<file path="src/rtl/plic_arbiter.sv">
// PLIC central arbiter. It picks the highest-priority enabled pending source above threshold,
// drives irq, and runs the claim/complete handshake with a one-cycle int_end release pulse.
module plic_arbiter #(
  parameter int unsigned NSRC   = 8,
  parameter int unsigned PRIO_W = 3,
  parameter int unsigned ID_W   = 4
) (
  input  logic                     clk,
  input  logic                     rst,
  input  logic [NSRC-1:0]          int_req,
  input  logic [NSRC-1:0]          src_en,
  input  logic [NSRC*PRIO_W-1:0]   src_prio,
  input  logic [PRIO_W-1:0]        threshold,
  input  logic                     claim_req,
  output logic [ID_W-1:0]          claim_id,
  input  logic                     complete_req,
  input  logic [ID_W-1:0]          complete_id,
  output logic [NSRC-1:0]          int_end,
  output logic                     irq
);

  typedef enum logic [1:0] {IDLE, SERVICE, RELEASE} state_t;

  state_t            r_state;
  state_t            w_state_next;
  logic [ID_W-1:0]   r_best_id;
  logic [ID_W-1:0]   r_active_id;
  logic [ID_W-1:0]   w_best_id;
  logic [PRIO_W-1:0] r_best_prio;
  logic [PRIO_W-1:0] w_best_prio;
  logic [NSRC-1:0]   w_elig;
  logic [NSRC-1:0]   w_end_onehot;
  logic              w_complete_hit;

  // The claimed source stays masked from SERVICE until the return to IDLE.
  always_comb begin
    w_elig = '0;
    for (int unsigned i = 0; i < NSRC; i++) begin
      w_elig[i] = int_req[i] & src_en[i]
                & (src_prio[i*PRIO_W +: PRIO_W] > threshold)
                & ((r_state == IDLE) | (ID_W'(i + 1) != r_active_id));
    end
  end

  // A strict compare keeps the lowest ID on a priority tie.
  always_comb begin
    w_best_id   = '0;
    w_best_prio = '0;
    for (int unsigned i = 0; i < NSRC; i++) begin
      if (w_elig[i] && (src_prio[i*PRIO_W +: PRIO_W] > w_best_prio)) begin
        w_best_id   = ID_W'(i + 1);
        w_best_prio = src_prio[i*PRIO_W +: PRIO_W];
      end
    end
  end

  always_comb begin
    w_end_onehot = '0;
    for (int unsigned i = 0; i < NSRC; i++) begin
      w_end_onehot[i] = (ID_W'(i + 1) == r_active_id);
    end
  end

  assign w_complete_hit = complete_req && (complete_id == r_active_id);

  always_comb begin
    w_state_next = r_state;
    case (r_state)
      IDLE:    if (claim_req && (r_best_prio != '0)) w_state_next = SERVICE;
      SERVICE: if (w_complete_hit) w_state_next = RELEASE;
      RELEASE: w_state_next = IDLE;
      default: w_state_next = IDLE;
    endcase
  end

  always_ff @(posedge clk) begin
    if (rst) begin
      r_state     <= IDLE;
      r_best_id   <= '0;
      r_best_prio <= '0;
      r_active_id <= '0;
      claim_id    <= '0;
      int_end     <= '0;
      irq         <= 1'b0;
    end else begin
      r_state     <= w_state_next;
      r_best_id   <= w_best_id;
      r_best_prio <= w_best_prio;
      irq         <= (w_state_next == IDLE) && (w_best_id != '0);
      int_end     <= '0;
      case (r_state)
        IDLE: begin
          // A nonzero best priority is equivalent to a nonzero best ID.
          if (claim_req) begin
            if (r_best_prio != '0) begin
              claim_id    <= r_best_id;
              r_active_id <= r_best_id;
            end else begin
              claim_id <= '0;
            end
          end
        end
        SERVICE: begin
          if (claim_req) claim_id <= '0;
          if (w_complete_hit) int_end <= w_end_onehot;
        end
        RELEASE: begin
          if (claim_req) claim_id <= '0;
          r_active_id <= '0;
        end
        default: ;
      endcase
    end
  end

endmodule
</file>
<file path="config.mk">
export PLATFORM = sky130hd
export DESIGN_NAME = plic_arbiter
export DESIGN_NICKNAME = d
export VERILOG_FILES = /design/src/rtl/plic_arbiter.sv
export SDC_FILE = /design/constraint.sdc
export NUM_CORES = 1
export LEC_CHECK = 0
export CAP_MARGIN = 20
export CORE_MARGIN = 4
export CORE_UTILIZATION = 30
export DETAILED_ROUTE_END_ITERATION = 8
export PLACE_DENSITY = 0.53
export SLEW_MARGIN = 20
export SYNTH_ARGS = -nofsm -noshare
export SYNTH_HDL_FRONTEND = slang
export SYNTH_SLANG_ARGS = --single-unit
</file>
<file path="constraint.sdc">
create_clock -name clk -period 12.9 [get_ports clk]
set_clock_uncertainty 0.1 [all_clocks]
set_input_delay 2.58 -clock clk [delete_from_list [all_inputs] [get_ports clk]]
set_output_delay 2.58 -clock clk [all_outputs]
set_load 0.1 [all_outputs]
</file>
; Word level (Yosys, flattened, before mapping)
; Index checks and enable logic that the tools add are counted.
[classes]
n_lt_le_gt_ge = 16
n_eq_ne = 22
muxes = 26
bitwise = 34
reduce_logical = 21
[op_table]
columns = cell, count
row1 = 4-bit 2-to-1 mux, 12
row2 = 3-bit > comparator, 15
row3 = 1-bit bitwise AND, 24
row4 = 3-bit 2-to-1 mux, 8
row5 = 3-bit by 4-bit equality test with 1-bit output (first input constant), 4
row6 = 3-bit by 4-bit != test with 1-bit output (first input constant), 4
row7 = 4-bit one-hot mux with 2 select lines, 2
row8 = 1-bit logical AND, 11
row9 = 2-bit by 4-bit equality test with 1-bit output (first input constant), 2
row10 = 2-bit by 4-bit != test with 1-bit output (first input constant), 2
row11 = 1-bit bitwise OR, 8
row12 = 3-bit AND reduction, 2
row13 = 1-bit by 4-bit equality test with 1-bit output (first input constant), 1
row14 = 4-bit equality test, 1
row15 = 4-bit equality test (first input constant), 1
row16 = 2-bit zero test, 2
row17 = 2-bit 2-to-1 mux, 2
row18 = 1-bit by 4-bit != test with 1-bit output (first input constant), 1
row19 = 2-bit by 1-bit != test with 1-bit output (second input constant), 2
row20 = 4-bit != test (first input constant), 1
row21 = 2-bit one-hot mux with 2 select lines, 1
row22 = 2-bit nonzero test, 2
row23 = 4-bit nonzero test, 1
row24 = 3-bit by 1-bit > comparator with 1-bit output (second input constant), 1
row25 = other kinds (8), 9
[totals]
reg_bits = 26
in_bits = 51
wordCells = 126

; Logic depth before layout (Yosys ltp)
; Gate-level depths: netlist (run 1).
[depth]
ltp_word = 28
ltp_mapped = 58
mapped_depth_nobuf = 57

; Least setup slack after synthesis (run 1)
; OpenSTA, ideal clock, no wires.
[synth_timing]
kind = input port to flip-flop
start = in threshold[2]
end = reg r_best_prio[1]
setup_time_ns = 0.135
arrival_ns = 12.482
setup_slack_ns = 0.183
path_stages = 55
path_cell_list = inv_1 > ha_1 > nand3_1 > o2111ai_2 > a211o_2 > ha_1 > nor2b_1 > o21ai_1 > a22o_1 > o211ai_1 > and2_1 > ha_1 > nand3b_1 > a22oi_1 > o2111ai_4 > or2_2 > o21ai_2 > ha_1 > (+19 left out) > ha_1 > inv_1 > a21oi_1 > a21oi_1 > and3_1 > mux2i_1 > a31oi_4 > a2111o_1 > nand2_1 > ha_1 > nand3_1 > nand4_1 > or4_1 > clkbuf_1 > nand2b_1 > inv_1 > nand3_1 > o311ai_1
[synth_between]
elab_chain_len = 26
word_cells_on_any_way = 47
cone_classes = 15 x order compare / 8 x mux / 16 x bitwise / 8 x reduce/logical
[synth_lines]
columns = item, line_no
row1 = start: declaration, 13  ; input logic [PRIO_W-1:0] threshold,
row2 = 3-bit > comparator, 40  ; & (src_prio[i*PRIO_W +: PRIO_W] > threshold)
row3 = 1-bit bitwise AND, 40
row4 = 1-bit bitwise AND, 41  ; & ((r_state == IDLE) | (ID_W'(i + 1) != r_active_id));
row5 = 1-bit logical AND, 50  ; if (w_elig[i] && (src_prio[i*PRIO_W +: PRIO_W] > w_best_prio)) begin
row6 = 3-bit 2-to-1 mux, 50
row7 = 3-bit > comparator, 50
row8 = 1-bit logical AND, 50
row9 = 3-bit 2-to-1 mux, 50
row10 = (+10 left out), -
row11 = 1-bit logical AND, 50
row12 = 3-bit 2-to-1 mux, 50
row13 = 3-bit > comparator, 50
row14 = 1-bit logical AND, 50
row15 = 3-bit 2-to-1 mux, 50
row16 = 3-bit > comparator, 50
row17 = 1-bit logical AND, 50
row18 = 3-bit 2-to-1 mux *, 50
row19 = end signal: assignment, 88  ; r_best_prio <= w_best_prio;
row20 = end: declaration, 29  ; logic [PRIO_W-1:0] r_best_prio;
; Every way passes the cells marked *; elsewhere a longest branch is shown, timed or not.
; A chain may end at the register's enable or synchronous reset.

; Worst setup path after layout (run 1)
[layout_timing]
start = in src_prio[0]
end = reg irq
[layout_between]
elab_chain_len = 28
word_cells_on_any_way = 36
cone_classes = 9 x order compare / 15 x mux / 2 x bitwise / 10 x reduce/logical
[layout_lines]
columns = item, line_no
row1 = start: declaration, 12  ; input logic [NSRC*PRIO_W-1:0] src_prio,
row2 = 3-bit > comparator, 40
row3 = 1-bit bitwise AND, 40
row4 = 1-bit bitwise AND, 41
row5 = 1-bit logical AND, 50
row6 = 3-bit 2-to-1 mux, 50
row7 = 3-bit > comparator, 50
row8 = 1-bit logical AND, 50
row9 = 3-bit 2-to-1 mux, 50
row10 = (+12 left out), -
row11 = 3-bit > comparator, 50
row12 = 1-bit logical AND, 50
row13 = 3-bit 2-to-1 mux, 50
row14 = 3-bit > comparator, 50
row15 = 1-bit logical AND, 50
row16 = 4-bit 2-to-1 mux *, 50
row17 = 4-bit nonzero test *, 89  ; irq <= (w_state_next == IDLE) && (w_best_id != '0);
row18 = 1-bit logical AND *, 89
row19 = end signal: assignment, 89
row20 = end: declaration, 19  ; output logic irq
; Marked as above.

==> results.json, run 1 <==
{
  "cp-start-kind": "primary input",
  "synth_seq_cells": 26,
  "p_leak_uw": 0.001814,
  "synth_edf_count": 0,
  "antenna_found_initial": 0,
  "antennaDiodeCount": 0,
  "synthDistinctLibCells": 72,
  "syn_nets": 426,
  "fillers": 872,
  "power_density_mw_per_mm2": 75.18,
  "yosys_warnings": 0,
  "design.core.area_mm2": 0.008806,
  "end_kind": "flop",
  "synth-seq-area-share": 0.1898,
  "htreeDepth": 1,
  "wl_um": 8106,
  "track_usage": 0.1432,
  "vias": 2814,
  "async_flop_share": 0,
  "path_class": "in -> reg",
  "cts_tree": "built",
  "crit_slowest_cell": "or4_4",
  "grt_max_degree": 18,
  "hp-start": "claim_id[1]",
  "start_util": 0.3115,
  "finalSetupViolations": 0,
  "viasPerCell": 5.089,
  "grt_first_pass_wirelength_um": 12920,
  "finalPower_uw": 321.2,
  "maxCapViolCount": 0,
  "cp.arrival_ns": 12.37,
  "grt.overflow.total": 0,
  "clk_latency_ns": 0.27,
  "firstDrtPassIters": 4,
  "utilization": 0.4852,
  "rsz0062_at_grt": "false",
  "yosysTopAreaCellShare": 0.2053,
  "switching_share": 0.3482,
  "status": "complete, no violations",
  "pre_cts_slack_ns": -0.4399,
  "netlist_top_cells_count": "ha_1 (45), inv_1 (32), nor2_1 (32), nand2_1 (27), dfxtp_1 (26)",
  "io-pin-count": 64,
  "synthCells": 330,
  "tns_ns": 0,
  "drcViolationCount": 0,
  "slew_headroom": 0.3435,
  "worst_slack_ns": 0.6156,
  "dp_hpwl_um": 6657,
  "worst_path_largest_cell_delay_ns": 0.56,
  "ys.flop_type": "dfxtp_1",
  "yosys.area.top_type": "ha_1",
  "post_drt_wl_per_cell_um": 14.66,
  "cts.clk_slew.worst_paths_ns": 0.09,
  "timing.fmax_ghz": 0.08140,
  "r2r-start": "r_state[0]",
  "hold_violations": 0,
  "crit_path_start": "src_prio[0]",
  "yosysMostFrequentCell": "ha_1",
  "synth.avg_cell_area_um2": 8.311,
  "syn_area_mm2": 0.002743,
  "fp.dieH_um": 103.6,
  "cts_made_buffers": 3,
  "layout.nets": 542,
  "rrSetupSlack_ns": 2.37,
  "multi_input_area_mm2": 0.002360,
  "internal_power_uw": 209.4,
  "clock_power_share": 0.208,
  "dieArea_mm2": 0.01074,
  "grt_pass1_vias": 2682,
  "fin_crit_ns": 12.28,
  "seq_power_share": 0.274,
  "dp.cells": 537,
  "syn_to_final_growth_pct": 55.79,
  "ant_nets": 0,
  "die_x_um": 103.6,
  "cts_max_path_buffers": 2,
  "combPwrFrac": 0.518,
  "fin_crit_sh": 0.9523,
  "tightest_slew_ns": 0.9816,
  "numPortBuffers": 63,
  "hp-class": "reg -> reg",
  "p_sw_uw": 111.8,
  "drtIter0Drc": 64,
  "cp_max_fo": 5,
  "max-vdd-ir-drop_v": 0.00003699,
  "drive_gt1_frac": 0.2989,
  "fp-row-count": 34,
  "numClockSinks": 26,
  "synthTopCellsByArea": "ha_1 (21%), dfxtp_1 (19%), inv_1 (4.4%), nor2_1 (4.4%), nand2_1 (3.7%)",
  "seqCellArea_um2": 520.5,
  "worstPathRequired_ns": 12.98,
  "root_buffer": "clkbuf_8",
  "instances_no_fill": 553,
  "gp_routability_congestion": 0.8657,
  "slew_violations": 0
}
## worst max-delay path: cells and delay by family
family / cells / cell delay, ns
AO/OA/AOI/OAI: 23 / 3.77
adder cells (fa/ha/maj): 8 / 2.42
buffers and inverters: 4 / 0.47
multiplexers: 2 / 0.46
AND/OR/NAND/NOR: 16 / 2.65
## cells by family after synthesis
group	after synthesis	synth area share
flops	26	0.1898
mux	5	0.02053
simple gates	122	0.2318
buf+inv	38	0.06022
compound gates	88	0.2724
fa+ha+maj	46	0.2094
xor+xnor	5	0.01597
## layout make-up
cell class	count	area share
Multi-Input combinational cell	266	0.5523
Timing Repair Buffer	117	0.2495
Sequential cell	26	0.1218
Tap cell	108	0.03163
Inverter	32	0.02811
Clock buffer	3	0.009663
Clock inverter	1	0.007028
## state kept, by name, summed over array words and instances, names as in the netlist
name	count
claim_id	4
r_best_prio	3
r_active_id	4
r_state	2
int_end	8
r_best_id	4
irq	1
## worst paths after layout
check                                    to  depth (start not counted)
worst max-delay path                    irq                         53
worst min register to register  claim_id[1]                          2
worst min-delay path            claim_id[1]                          2
worst max register to register          irq                         52
## metal layers
layer / global-route usage / share of wire
met5: 0 / 0
met4: 0.03229 / 0.012
met3: 0.01928 / 0.035
met2: 0.2383 / 0.47
met1: 0.1972 / 0.48
## repair_timing
action / in CTS / in global routing
gates resized for setup: 7 / 62
setup buffers: 0 / 12
pin swaps: 0 / 41
setup endpoints to repair: 8 / 8
hold buffers: 0 / 0
## power groups by stage
stage | clock network, uW | registers (uW) | logic [uW]
2_1_floorplan | 0 | 95.4 | 79.6
3_3_place_gp | 0 | 90.1 | 136
3_5_place_dp | 0 | 90.0 | 139
4_1_cts | 68.7 | 88.1 | 142
5_1_grt | 72.2 | 88.7 | 184
6_report | 66.8 | 88.1 | 166
## per-stage QoR
| step | cell area (um^2) | hold slack [ns] |
|---|---|---|
| 5_1_grt | 4273 | 0.4788 |
| 4_1_cts | 3880 | 0.4300 |
| 2_1_floorplan | 2743 | 0.3659 |
| 6_report | 4273 | 0.4232 |
| 3_5_place_dp | 3779 | 0.4086 |
| 3_3_place_gp | 3779 | 0.3956 |
## cell usage in the layout (no fill, tap or decap), types with 3 or more instances in the layout
cell type and count:
o21ai_2 3, xor2_1 3, a31oi_1 3, inv_2 3
nand3b_1 3, nor2b_1 6, a31oi_2 3, a21oi_1 11
o21ai_0 7, o21a_1 3, ha_4 7, and2_4 3
a21oi_2 3, o2111ai_1 3, ha_1 38, a22oi_1 8
nor2_2 3, nand2_1 25, inv_1 29, o21ai_1 3
nor2_1 29, a21oi_4 3, clkdlybuf4s50_1 57, nor4_1 3
nand3_1 15, clkbuf_8 3, a311oi_2 3, nor3_1 4
buf_6 4, buf_4 50, dfxtp_1 26, dlymetal6s2s_1 6
No activity file was read; power rests on OpenSTA's default activity.
==> run 2, diff against run 1 <==
- SLEW_MARGIN: 20 -> default
==> results of run 2 <==
Final layout, timing and power as in run 1 (identical DEF).
